**config.mk**
```make
export PLATFORM = sky130hd
export DESIGN_NAME = ne_fp_norm_lzc_pipe
export DESIGN_NICKNAME = d
export VERILOG_FILES = /design/src/rtl/ne_fp_norm_lzc_pipe.sv
export SDC_FILE = /design/constraint.sdc
export NUM_CORES = 1
export LEC_CHECK = 0
export ABC_AREA = 1
export CAP_MARGIN = 25
export CORE_ASPECT_RATIO = 1.1
export CORE_MARGIN = 4
export CORE_UTILIZATION = 50
export DETAILED_ROUTE_END_ITERATION = 7
export PLACE_DENSITY = 0.82
export SYNTH_ARGS = -nofsm -noshare
export SYNTH_HDL_FRONTEND = slang
export SYNTH_SLANG_ARGS = --single-unit
```
**constraint.sdc**
```tcl
create_clock -name clk -period 5.3 [get_ports clk]
set_input_delay 0.795 -clock clk [delete_from_list [all_inputs] [get_ports clk]]
set_output_delay 0.795 -clock clk [all_outputs]
set_load 0.005 [all_outputs]
```
**src/rtl/ne_fp_norm_lzc_pipe.sv**
```systemverilog
// Normalization front-end: LZC + exponent clamp, 2-cycle valid/ready pipe, stalls hold outputs, in_rdy = ~s1_vld | ~s2_vld | out_rdy.
// Define NE_NORM_STAT_EN to add saturating zero/subnormal output-beat counters.
module ne_fp_norm_lzc_pipe #(
  parameter int BW_DATA = 27,
  parameter int BW_SF   = 5,
  parameter int BW_EXP  = 10
) (
  input  logic               clk,
  input  logic               rst_n,
  input  logic               in_vld,
  output logic               in_rdy,
  input  logic [BW_DATA-1:0] in_mant,
  input  logic [BW_EXP-1:0]  in_exp,
  input  logic               in_sign,
  output logic               out_vld,
  input  logic               out_rdy,
  output logic [BW_DATA-1:0] out_mant,
  output logic [BW_SF-1:0]   out_shf,
  output logic [BW_EXP-1:0]  out_exp,
  output logic               out_sign,
  output logic               out_zero,
  output logic               out_sub
`ifdef NE_NORM_STAT_EN
  ,output logic [15:0]       stat_zero_cnt
  ,output logic [15:0]       stat_sub_cnt
`endif
);

  localparam int LZW = BW_SF + 1;
  localparam int CW  = (BW_EXP > LZW) ? BW_EXP : LZW;

  logic               s1_vld_q, s2_vld_q;
  logic [BW_DATA-1:0] s1_mant_q, s2_mant_q;
  logic [BW_EXP-1:0]  s1_exp_q, s2_exp_q;
  logic               s1_sign_q, s2_sign_q;
  logic [BW_SF-1:0]   s2_shf_q;
  logic               s2_zero_q, s2_sub_q;

  logic [BW_SF-1:0]   s2_shf_d;
  logic [BW_EXP-1:0]  s2_exp_d;
  logic               s2_zero_d, s2_sub_d;

  logic               s1_en, s2_en, in_xfer;
  logic [LZW-1:0]     lzc;
  logic [CW-1:0]      exp_m1, lzc_w;

  assign s2_en   = ~s2_vld_q | out_rdy;
  assign s1_en   = ~s1_vld_q | s2_en;
  assign in_rdy  = s1_en;
  assign in_xfer = in_vld & s1_en;

  // Ascending scan so the highest set bit determines the count.
  always_comb begin
    lzc = LZW'(BW_DATA);
    for (int i = 0; i < BW_DATA; i++) begin
      if (s1_mant_q[i]) lzc = LZW'(BW_DATA - 1 - i);
    end
  end

  always_comb begin
    s2_shf_d  = '0;
    s2_exp_d  = '0;
    s2_zero_d = 1'b0;
    s2_sub_d  = 1'b0;
    exp_m1    = CW'(s1_exp_q) - CW'(1);
    lzc_w     = CW'(lzc);
    if (s1_mant_q == '0) begin
      s2_zero_d = 1'b1;
    end else if (s1_exp_q == '0) begin
      s2_sub_d = 1'b1;
    end else if (lzc_w > exp_m1) begin
      // Clamped: shifting by exp-1 always lands on the minimum normal exponent.
      s2_shf_d = BW_SF'(exp_m1);
      s2_exp_d = BW_EXP'(1);
      s2_sub_d = 1'b1;
    end else begin
      s2_shf_d = BW_SF'(lzc);
      s2_exp_d = s1_exp_q - BW_EXP'(lzc);
    end
  end

  always_ff @(posedge clk or negedge rst_n) begin
    if (!rst_n) begin
      s1_vld_q  <= 1'b0;
      s1_mant_q <= '0;
      s1_exp_q  <= '0;
      s1_sign_q <= 1'b0;
    end else begin
      if (s1_en) s1_vld_q <= in_xfer;
      if (in_xfer) begin
        s1_mant_q <= in_mant;
        s1_exp_q  <= in_exp;
        s1_sign_q <= in_sign;
      end
    end
  end

  always_ff @(posedge clk or negedge rst_n) begin
    if (!rst_n) begin
      s2_vld_q  <= 1'b0;
      s2_mant_q <= '0;
      s2_shf_q  <= '0;
      s2_exp_q  <= '0;
      s2_sign_q <= 1'b0;
      s2_zero_q <= 1'b0;
      s2_sub_q  <= 1'b0;
    end else if (s2_en) begin
      s2_vld_q <= s1_vld_q;
      if (s1_vld_q) begin
        s2_mant_q <= s1_mant_q;
        s2_shf_q  <= s2_shf_d;
        s2_exp_q  <= s2_exp_d;
        s2_sign_q <= s1_sign_q;
        s2_zero_q <= s2_zero_d;
        s2_sub_q  <= s2_sub_d;
      end
    end
  end

  assign out_vld  = s2_vld_q;
  assign out_mant = s2_mant_q;
  assign out_shf  = s2_shf_q;
  assign out_exp  = s2_exp_q;
  assign out_sign = s2_sign_q;
  assign out_zero = s2_zero_q;
  assign out_sub  = s2_sub_q;

`ifdef NE_NORM_STAT_EN
  logic [15:0] zero_cnt_q, sub_cnt_q;
  logic        out_hs;

  assign out_hs = s2_vld_q & out_rdy;

  always_ff @(posedge clk or negedge rst_n) begin
    if (!rst_n) begin
      zero_cnt_q <= '0;
      sub_cnt_q  <= '0;
    end else begin
      if (out_hs && s2_zero_q && zero_cnt_q != 16'hFFFF) zero_cnt_q <= zero_cnt_q + 16'd1;
      if (out_hs && s2_sub_q && sub_cnt_q != 16'hFFFF) sub_cnt_q <= sub_cnt_q + 16'd1;
    end
  end

  assign stat_zero_cnt = zero_cnt_q;
  assign stat_sub_cnt  = sub_cnt_q;
`endif

endmodule

```
==> key figures <==
Outcome
  • Outcome: complete, no violations

Routing
  • Total number of vias: 3328
  • Violation count after the first detailed-route iteration: between 100 and 150
  • Post-detailed-route DRC marker count: 0
  • Antenna Violating Nets Remaining: 0
  • Vias per cell: 5.06
  • WL/cell: 13.7 um
  • Detailed Routing Iterations Pass 1: 4
  • Total wire length after detailed routing: 9020 um

Cells and area
  • Area of combinational cells with multiple inputs: 0.00156 mm^2
  • Register Area: 0.00213 mm^2
  • Count of placed standard cells in the final layout, fillers left out: 658
  • Number of antenna repair diodes: 0
  • Filler cell count in the final layout: 645
  • Signed area change from the synthesized netlist to the final layout: 29.9%
  • Number of nets in the layout: about 600
  • Ratio of cells with drive above 1 in the final layout: 0.0759

Synth
  • Mean post-synth cell area: 8.56 um^2
  • Yosys reg bits: between 80 and 90
  • Largest area contributor in the synthesized netlist: dfrtp_1
  • Unique masters post-synth: 32
  • Syn. warnings: 0
  • Post-synthesis instance total: 463
  • Proportion of netlist area held by the largest area contributor: 0.537
  • Fraction of the yosys area taken by sequential cells: 0.537
  • Largest cells by area after synthesis: dfrtp_1 (54%), nand2_1 (8.6%), a21oi_1 (5.8%), nor2_1 (5.7%), inv_1 (4.3%)
  • Syn Nets: 517
  • Syn Std Cell Area: 0.00396 mm^2

STA
  • Final total negative setup slack: 0 ns
  • Worst-Margin Slew: 0.632 ns
  • Final setup violation count: 0
  • Post-layout min period: 3.60 ns
  • Normalized max-slew margin: 0.579
  • Slew Viols, Final: 0
  • Worst Hold Margin: 0.257 ns
  • Maximum clock frequency: 0.277 GHz
  • Final critical-path share of the clock period: 0.680
  • RSZ-0062 raised after global routing: false
  • Worst setup skew after layout: approximately 0.011 ns
  • Final hold viol count: 0

Critical path
  • Crit path required time: 5.58 ns
  • Maximum fanout along the worst path: 3
  • Worst setup startpoint: s1_mant_q[0]
  • Origin of the critical flop-to-flop path: s1_mant_q[0]
  • R2R Path End: out_exp[8]
  • Depth of the worst register-to-register path: 36
  • CP Depth: 36
  • Data arrival at the endpoint of the critical path: ~4 ns
  • Critical Path End Type: flip-flop
  • End of the critical path: out_exp[8]
  • Slowest stage delay, CP: between 0.4 and 0.5 ns
  • Buffer and inverter count on the worst path: 2
  • Setup slack on the worst flop-to-flop path: 1.70 ns
  • Worst-path cell with the longest stage delay: fa_1
  • Startpoint-to-endpoint class of the critical path: flip-flop to flip-flop
  • Critical Path Start Type: flip-flop
  • Most frequent CP cell: nand2_1
  • Category of cells accounting for the largest share of critical-path delay: simple AND/OR/NAND/NOR gates

Clocking
  • Clock root cell: clkbuf_8
  • Cts-stage hold buffer count: 0
  • Clock Path Buffers: 2
  • CTS clock-pin slew for the worst setup and hold paths: 0.09 ns
  • Buffers inserted by post-CTS timing repair: 0
  • Clock latency on the worst-skew pair: 0.36 ns
  • TritonCTS Buffers: 9
  • Number of clock sinks: 85
  • TritonCTS clock tree: built
  • Total number of H-tree levels: 3
  • Number of gates resized after CTS: 0

Floorplan
  • Boundary Pins: 89
  • Initial cell density of the core: 0.522
  • Count of standard-cell rows: 33
  • Area of the die: 0.00942 mm^2
  • Width of the chip: around 93 um
  • Die height: about 100 um
  • Core region area: 0.00760 mm^2

Power and ir drop
  • Sum of internal, switching and leakage power: 1.94 mW
  • Pwr/cell area: ~380 mW/mm^2
  • Static power due to leakage: roughly 2.4 nW
  • IR drop worst, VDD: 199 uV

Place
  • Post-detailed-placement half-perimeter wirelength: approximately 6600 um
  • Final weighted congestion in routability-driven placement: 0.868
  • Post-placement cell count: between 600 and 700
  • PortBufs: 88

Global route
  • Initial antenna violation count: 0
  • First-pass GRT wire length: between 15000 and 20000 um
  • Maximum number of pins on one net before global-route repair: 86
  • Total GRT Usage: 0.203
  • Via count of the first global-routing pass: 3327
  • Total global routing overflow: 0

Job
  • Maximum capacitance violations: 0

Worst hold path
  • Worst Hold Class: input port to asynchronous set/reset pin
-- routing by layer --
metal	wire, um	up-vias	track usage
met5	0	-	0
met4	193	0	0.0834
met3	377	14	0.0327
met2	4480	67	0.348
met1	3970	1581	0.258
li1	-	1666	-
-- layout make-up --
| type | count | share of cell area |
|---|---|---|
| flip-flops and latches | 85 | 0.413 |
| multi-input cells | 304 | 0.303 |
| repair buffers | 91 | 0.179 |
| inverters | 57 | 0.0421 |
| clock buffers | 10 | 0.0267 |
| well taps | 105 | 0.0255 |
| clock inverters | 6 | 0.0105 |
-- cell usage in the layout, fill, tap and decap left out, types with 10 or more instances in the layout --
| master | count |
|---|---|
| nand2_1 | 89 |
| clkdlybuf4s50_1 | 87 |
| ha_1 | 11 |
| nand3_1 | 11 |
| dfrtp_1 | 85 |
| nor2_1 | 60 |
| a21oi_1 | 46 |
| clkbuf_8 | 10 |
| o21ai_0 | 33 |
| inv_1 | 45 |
| inv_2 | 11 |
-- stage by stage --
stage | instance area (um^2) | setup WS [ns] | util
after floorplan | 3960 | 2.18 | -
after global placement | 4930 | 1.89 | 0.649
after CTS | 5120 | 1.70 | 0.674
after global routing | 5150 | 1.30 | 0.677
after detailed placement | 4930 | 1.77 | 0.649
final | 5150 | 1.70 | 0.677
-- cell usage after synthesis --
master / number
a2111o_1: 1
a211oi_1: 2
a21o_1: 2
a21oi_1: 46
a31o_2: 1
a32o_1: 3
buf_1: 4
buf_2: 1
clkbuf_1: 12
dfrtp_1: 85
fa_1: 1
ha_1: 11
inv_1: 45
inv_2: 11
inv_4: 1
mux2_2: 1
nand2_1: 91
nand2_2: 4
nand3_1: 11
nand3_2: 1
nand4_1: 2
nor2_1: 60
nor2_4: 1
nor3_1: 5
o211ai_1: 1
o21ai_0: 33
o21ai_1: 9
o21bai_1: 1
o31ai_1: 4
o41ai_1: 1
xnor2_1: 3
xor2_1: 9
-- cells by family (layout without fill, tap and decap cells) --
group,count (synthesis),in the layout,share of synthesized area
simple gates,175,175,0.178
xor+xnor,12,12,0.0265
flops,85,85,0.537
buf+inv,74,164,0.0710
mux,1,1,0.00284
compound gates,104,104,0.145
fa+ha+maj,12,12,0.0398
-- sequential cells by signal, indices dropped and copies added (netlist names) --
signal     count
s1_mant_q     27
s1_vld_q       1
out_sign       1
s1_exp_q      10
out_shf        5
out_mant      27
out_sub        1
out_vld        1
out_zero       1
s1_sign_q      1
out_exp       10
-- power by group --
group / internal (mW) / switching, mW
clock network: 0.191 / 0.248
logic: 0.325 / 0.280
registers: 0.797 / 0.0934
total: 1.31 / 0.622
-- how the worst min path moves through the flow --
stage / startpoint / endpoint
global placement: out_mant[4] / out_mant[4]
floorplan: out_shf[0] / out_shf[0]
detailed placement: out_sub / out_sub
CTS: out_sub / out_sub
global route: rst_n / out_mant[17]
finish: rst_n / out_mant[18]
Power figures use the tool's default switching activity.
